$ cat config.mk
export PLATFORM = sky130hd
export DESIGN_NAME = uart_receiver
export DESIGN_NICKNAME = d
export VERILOG_FILES = /design/src/rtl/uart_receiver.sv
export SDC_FILE = /design/constraint.sdc
export NUM_CORES = 1
export LEC_CHECK = 0
export ABC_AREA = 1
export CAP_MARGIN = 20
export CORE_MARGIN = 1.5
export CORE_UTILIZATION = 45
export CTS_BUF_LIST = sky130_fd_sc_hd__clkbuf_4 sky130_fd_sc_hd__clkbuf_8
export DETAILED_ROUTE_END_ITERATION = 10
export GPL_ROUTABILITY_DRIVEN = 0
export PLACE_DENSITY_LB_ADDON = 0.12
export SLEW_MARGIN = 20
export SYNTH_ARGS = -nofsm -noshare
export SYNTH_HDL_FRONTEND = slang
export SYNTH_SLANG_ARGS = --single-unit
$ cat constraint.sdc
create_clock -name clk -period 3.3 [get_ports clk]
set_input_delay 0.495 -clock clk [delete_from_list [all_inputs] [get_ports clk]]
set_output_delay 0.495 -clock clk [all_outputs]
set_load 0.02 [all_outputs]
$ cat src/rtl/uart_receiver.sv
// UART receive path: synchronizes rxd, frames 8N1 bytes with a mid-bit sampling
// timer, and hands bytes over through a single-entry valid/ack holding register.
module uart_receiver #(
  parameter int UART_PERIOD      = 868,
  parameter int UART_PERIOD_BITS = 10
) (
  input  logic       clk,
  input  logic       reset,
  input  logic       rxd,
  output logic [7:0] data_received,
  output logic       data_received_valid,
  input  logic       data_received_ack,
  output logic       framing_error,
  output logic       overrun
);

  typedef enum logic [2:0] {IDLE, START, DATA, STOP, WAIT_HIGH} state_t;

  localparam logic [UART_PERIOD_BITS-1:0] HALF_RELOAD = UART_PERIOD_BITS'(UART_PERIOD / 2 - 1);
  localparam logic [UART_PERIOD_BITS-1:0] FULL_RELOAD = UART_PERIOD_BITS'(UART_PERIOD - 1);

  state_t                      state;
  state_t                      state_next;
  logic                        rxd_meta;
  logic                        rxd_s;
  logic [UART_PERIOD_BITS-1:0] timer;
  logic [2:0]                  bit_cnt;
  logic [7:0]                  shift_reg;

  logic sample;
  logic timer_run;
  logic timer_load_half;
  logic timer_load_full;
  logic bit_clear;
  logic shift_en;
  logic load_byte;
  logic drop_byte;
  logic frame_bad;

  // Synchronizer flops reset high so an idle line never looks like a start bit.
  always_ff @(posedge clk or posedge reset) begin
    if (reset) begin
      rxd_meta <= 1'b1;
      rxd_s    <= 1'b1;
    end else begin
      rxd_meta <= rxd;
      rxd_s    <= rxd_meta;
    end
  end

  always_ff @(posedge clk or posedge reset) begin
    if (reset) state <= IDLE;
    else       state <= state_next;
  end

  assign sample = (timer == '0);

  always_comb begin
    state_next = state;
    case (state)
      IDLE:      if (!rxd_s) state_next = START;
      START:     if (sample) state_next = rxd_s ? IDLE : DATA;
      DATA:      if (sample && bit_cnt == 3'd7) state_next = STOP;
      STOP:      if (sample) state_next = rxd_s ? IDLE : WAIT_HIGH;
      WAIT_HIGH: if (rxd_s) state_next = IDLE;
      default:   state_next = IDLE;
    endcase
  end

  always_comb begin
    timer_run       = 1'b0;
    timer_load_half = 1'b0;
    timer_load_full = 1'b0;
    bit_clear       = 1'b0;
    shift_en        = 1'b0;
    load_byte       = 1'b0;
    drop_byte       = 1'b0;
    frame_bad       = 1'b0;
    case (state)
      IDLE: timer_load_half = !rxd_s;
      START: begin
        timer_run       = 1'b1;
        timer_load_full = sample && !rxd_s;
        bit_clear       = sample && !rxd_s;
      end
      DATA: begin
        timer_run       = 1'b1;
        timer_load_full = sample;
        shift_en        = sample;
      end
      // A full holding register only blocks the new byte if it is not being acked now.
      STOP: begin
        timer_run = 1'b1;
        load_byte = sample && rxd_s && (!data_received_valid || data_received_ack);
        drop_byte = sample && rxd_s && data_received_valid && !data_received_ack;
        frame_bad = sample && !rxd_s;
      end
      default: ;
    endcase
  end

  always_ff @(posedge clk or posedge reset) begin
    if (reset) begin
      timer     <= '0;
      bit_cnt   <= '0;
      shift_reg <= '0;
    end else begin
      if (timer_load_half)              timer <= HALF_RELOAD;
      else if (timer_load_full)         timer <= FULL_RELOAD;
      else if (timer_run && !sample)    timer <= timer - UART_PERIOD_BITS'(1);
      if (bit_clear)     bit_cnt <= '0;
      else if (shift_en) bit_cnt <= bit_cnt + 3'd1;
      if (shift_en) shift_reg <= {rxd_s, shift_reg[7:1]};
    end
  end

  always_ff @(posedge clk or posedge reset) begin
    if (reset) begin
      data_received       <= '0;
      data_received_valid <= 1'b0;
      framing_error       <= 1'b0;
      overrun             <= 1'b0;
    end else begin
      if (load_byte) data_received <= shift_reg;
      if (load_byte)              data_received_valid <= 1'b1;
      else if (data_received_ack) data_received_valid <= 1'b0;
      framing_error <= frame_bad;
      overrun       <= drop_byte;
    end
  end

endmodule

==> results.md <==
Synthesis:
- Synthesis handed over a netlist of about 220 instances.
- The share of the synthesized area in compound gates (AO/OA/AOI/OAI) is 9.19%.
- The number of synthesis warnings is 0.
- The number of distinct standard cells referenced by the synthesized netlist is 25.
- The post-synthesis register bit count is 37.
- The synthesized netlist devotes less than 1% of its cell area to XOR and XNOR gates.
- The main combinational cell family by area after synthesis is simple AND/OR/NAND/NOR gates.
- In this run the mean area of a mapped cell was 8.47 um2.
- The post-synth net total is 230.
- The mux contribution to synthesized area is 0%.
- The simple-gate share of the synthesized area is 28.8%.
- Of the total synthesized cell area, the portion taken by full adders, half adders and majority gates is 2.66%.
- After synthesis, flip-flops and latches occupy 49.4% of the total area.
- The post-synth design cell area is around 1900 um2.

STA:
- Measured against its own limit, the worst slew margin works out to 68.8%.
- The minimum period implied by the final worst setup slack is 1.79 ns.
- The max-slew violation count is 0.
- The total negative slack for setup checks is 0 ns.
- Based on the critical path, the design can be clocked at up to 0.559 GHz.
- The clock skew is about 0.0026 ns.
- The post-route clock period utilization is 54.2%.
- For the pin with the worst max-slew slack, the measured transition is 0.467 ns.
- Setup repair after global routing left no endpoint under its margin.
- The number of endpoints with negative hold slack in the final report came to 0.
- The final-report setup violation count is 0.

Final layout:
- 0 antenna diodes ended up in the layout.
- Leaving out fill and tap cells, the most frequent cells in the layout are 59 x nand2_1, 35 x dfrtp_1, 29 x inv_1.
- After filler insertion, the fill cell instance count of the layout stands at about 380.
- Once layout is complete, the cells apart from fillers number between 200 and 300.
- The most common cell after layout, fill and taps aside is nand2_1.
- Compared with the post-synthesis result, the final layout area differs by 13.2%.
- The share of post-route cells with drive strength above 1 is a little over an eighth.
- After routing the design area is 2130 um2.
- Cells fill 53.2% of the core in the end.
- The register with the most flip-flops in the layout has 10 of them.
- For this run, the post-layout net count is 247.

Placement:
- In this run the cell area measured after placement is slightly above 2000 um2.
- During placement, the flow inserted port buffers numbering 14.
- Detailed placement ended at an HPWL of 2380 um.
- After detailed placement, the design holds a cell count of between 200 and 300.

Worst setup path:
- Of all nets on the critical path, the largest fanout is 12.
- The arrival time at the worst endpoint is 1.95 ns.
- The worst path required time is about 3.5 ns.
- The family with the most delay on the worst path is simple AND/OR/NAND/NOR gates.
- STA classifies the critical path endpoint as a flip-flop.
- The count of buffer and inverter cells on the critical path is 2.
- On the worst path, the slowest cell contributes a delay of 0.38 ns.
- The category of the worst setup path launch point is a flip-flop.
- The cell seen most often among critical-path stages is nand2_1.
- On the critical path, the stage with the largest delay is an instance of dfrtp_1.
- The worst setup path is of the flip-flop to flip-flop kind.
- The signal on the critical path passes through inv_1, ha_1, nand2_1, nor2_1, nand2_1, nand2_1, inv_1, nand3_1, nand3_1.

Pwr:
- In this run, the combinational gates consume under 10% of the power.
- The part of the power in the clock network is 39.6%.
- The share of total power consumed by net switching is 22.5%.
- The power per standard cell area is between 300 and 400 nW/um2.
- The total net switching power is 0.176 mW.
- The internal power of the cells totals between 0.6 and 0.7 mW.
- The maximum resistive drop on vdd is 0.248 mV.
- Per report_power, the sequential group accounts for roughly three fifths of the total.
- Summed over all cells, the static leakage comes to 1.03 nW.

Die:
- The core region is 4000 um2.
- The die span in x is 67.6 um.
- For this design the top-level I/O count stands at 15.
- The count of standard-cell rows is 23.
- The die height is 67.6 um.
- The initial cell density of the core is ~47%.
- The die covers 4570 um2.

Route:
- The final route contains approximately 1400 vias.
- The count of nets left with antenna violations once routing finished came out at 0.
- For this run, the detailed router's first-pass iteration total came to 4.
- The wire length on met1 is ~1700 um.
- Dividing the detail-routed wire length by the instance count gives 11.7 um.
- The number of remaining DRC errors is 0.
- Wire segments on met2 add up to 1490 um in the final route.
- The sum of routed wire length over all layers is 3380 um.
- The met3 wire length is 116 um.
- In this run, the number of DRC markers left after iteration 0 of detailed routing was 120.
- The highest metal layer carrying signal wires in the routed design is met4.
- After detailed routing, the number of vias per cell comes to 4.95.

Global routing:
- The overall global routing resource usage is 17.6%.
- The number of global-route vias before repair came to 1349.
- The first global-routing pass estimated 5950 um of wire.
- Entering global routing, the biggest net connects 38 pins.
- After global routing the overflow that remains totals 0.
- The number of antenna violations at the first check in global routing was 0.

CTS:
- The number of H-tree levels is 2.
- The clock latency at the later pin of the worst-skew pair is 0.29 ns.
- The clock sink total is 37.
- The clock slew at the register clock pins of the worst setup and hold paths is 0.07 ns.
- TritonCTS built the clock tree.
- The number of post-CTS setup repair buffers is 0.
- The number of CTS-inserted buffers is 5.
- Hold repair after CTS inserted 0 buffers.
- Once the clock tree was built, the resizer swapped 0 gates to a different size.
- The clock root buffer is clkbuf_8.
- The clock passes through at most 2 buffers.

Min path:
- The type of the tightest min-delay check is flip-flop to flip-flop.

Outcome:
- The flow ran to the end, and the final reports show no timing, DRC or antenna violations.

Job:
- The total of max-cap violations is 0.
synth_stat cells (all sizes together):
| master | count | share of area (%) |
|---|---|---|
| o21ai | 20 | 6.9 |
| nand2 | 63 | 13 |
| a22o | 2 | 0.93 |
| o31ai | 1 | 0.40 |
| a21oi | 2 | 0.53 |
| ha | 4 | 2.7 |
| buf | 5 | 2.6 |
| nand4 | 8 | 3.5 |
| inv | 32 | 6.4 |
| nand3 | 23 | 6.4 |
| nor4 | 1 | 0.33 |
| dfrtp | 35 | 47 |
| dfstp | 2 | 2.8 |
| nor2 | 21 | 5.5 |
| o21bai | 1 | 0.40 |
| xor2 | 2 | 0.93 |
worst paths after layout:
kind                                      startpoint                      endpoint  slack [ns]  cells past startpoint
worst max-delay path            timer[0]$_DFFE_PP0P_          timer[5]$_DFFE_PP0P_        1.51                      9
worst max register to register  timer[0]$_DFFE_PP0P_          timer[5]$_DFFE_PP0P_        1.51                      9
max in group asynchronous                      reset            rxd_meta$_DFF_PP1_        2.33                      3
worst min register to register    rxd_meta$_DFF_PP1_               rxd_s$_DFF_PP1_        0.36                      0
min in group asynchronous                      reset  data_received[1]$_DFFE_PP0P_        0.62                      3
worst min-delay path              rxd_meta$_DFF_PP1_               rxd_s$_DFF_PP1_        0.36                      0
cell type report:
class | count | area, um2 | share of cell area, %
sequential | 37 | 928 | 43.6
multi-input combinational | 148 | 782 | 36.8
clock inverter | 3 | 17.5 | 0.824
inverter | 32 | 120 | 5.65
clock buffer | 5 | 68.8 | 3.24
timing repair buffer | 15 | 148 | 6.94
tap | 50 | 62.6 | 2.94
logic make-up (layout without fill, tap and decap cells):
kind of cell | after synthesis | after routing
AOI/OAI and AO/OA | 26 | 26
xor gates and xnor gates | 2 | 2
adders and majority gates | 4 | 4
buffers and inverters | 37 | 55
DFF | 37 | 37
and+or+nand+nor | 116 | 116
routing by layer:
metal | GRT usage [%] | vias up
met1 | 23.3 | 670
met4 | 6.12 | 0
met2 | 27.5 | 18
met3 | 5.00 | 6
met5 | 0 | -
li1 | - | 742
worst register-to-register path, delay by kind of cell (launching register included):
family | cells | cell delay, ns
buf+inv | 2 | 0.32
flops | 1 | 0.38
simple gates | 6 | 0.76
fa+ha+maj | 1 | 0.20
through the flow:
stage	setup WS (ns)	hold slack, ns	total power, mW
detailed placement	1.52	0.350	0.482
global route	1.34	0.367	0.812
floorplan	1.78	0.345	0.475
global placement	1.53	0.347	0.482
finish	1.51	0.359	0.781
CTS	1.50	0.361	0.798
power groups by stage:
stage               Sequential (mW)  Combinational [mW]  Clock (mW)
finish                        0.457              0.0149       0.309
global route                  0.457              0.0178       0.337
detailed placement            0.466              0.0158           0
floorplan                     0.464              0.0104           0
CTS                           0.457              0.0158       0.325
global placement              0.466              0.0158           0
Power figures use the tool's default switching activity.
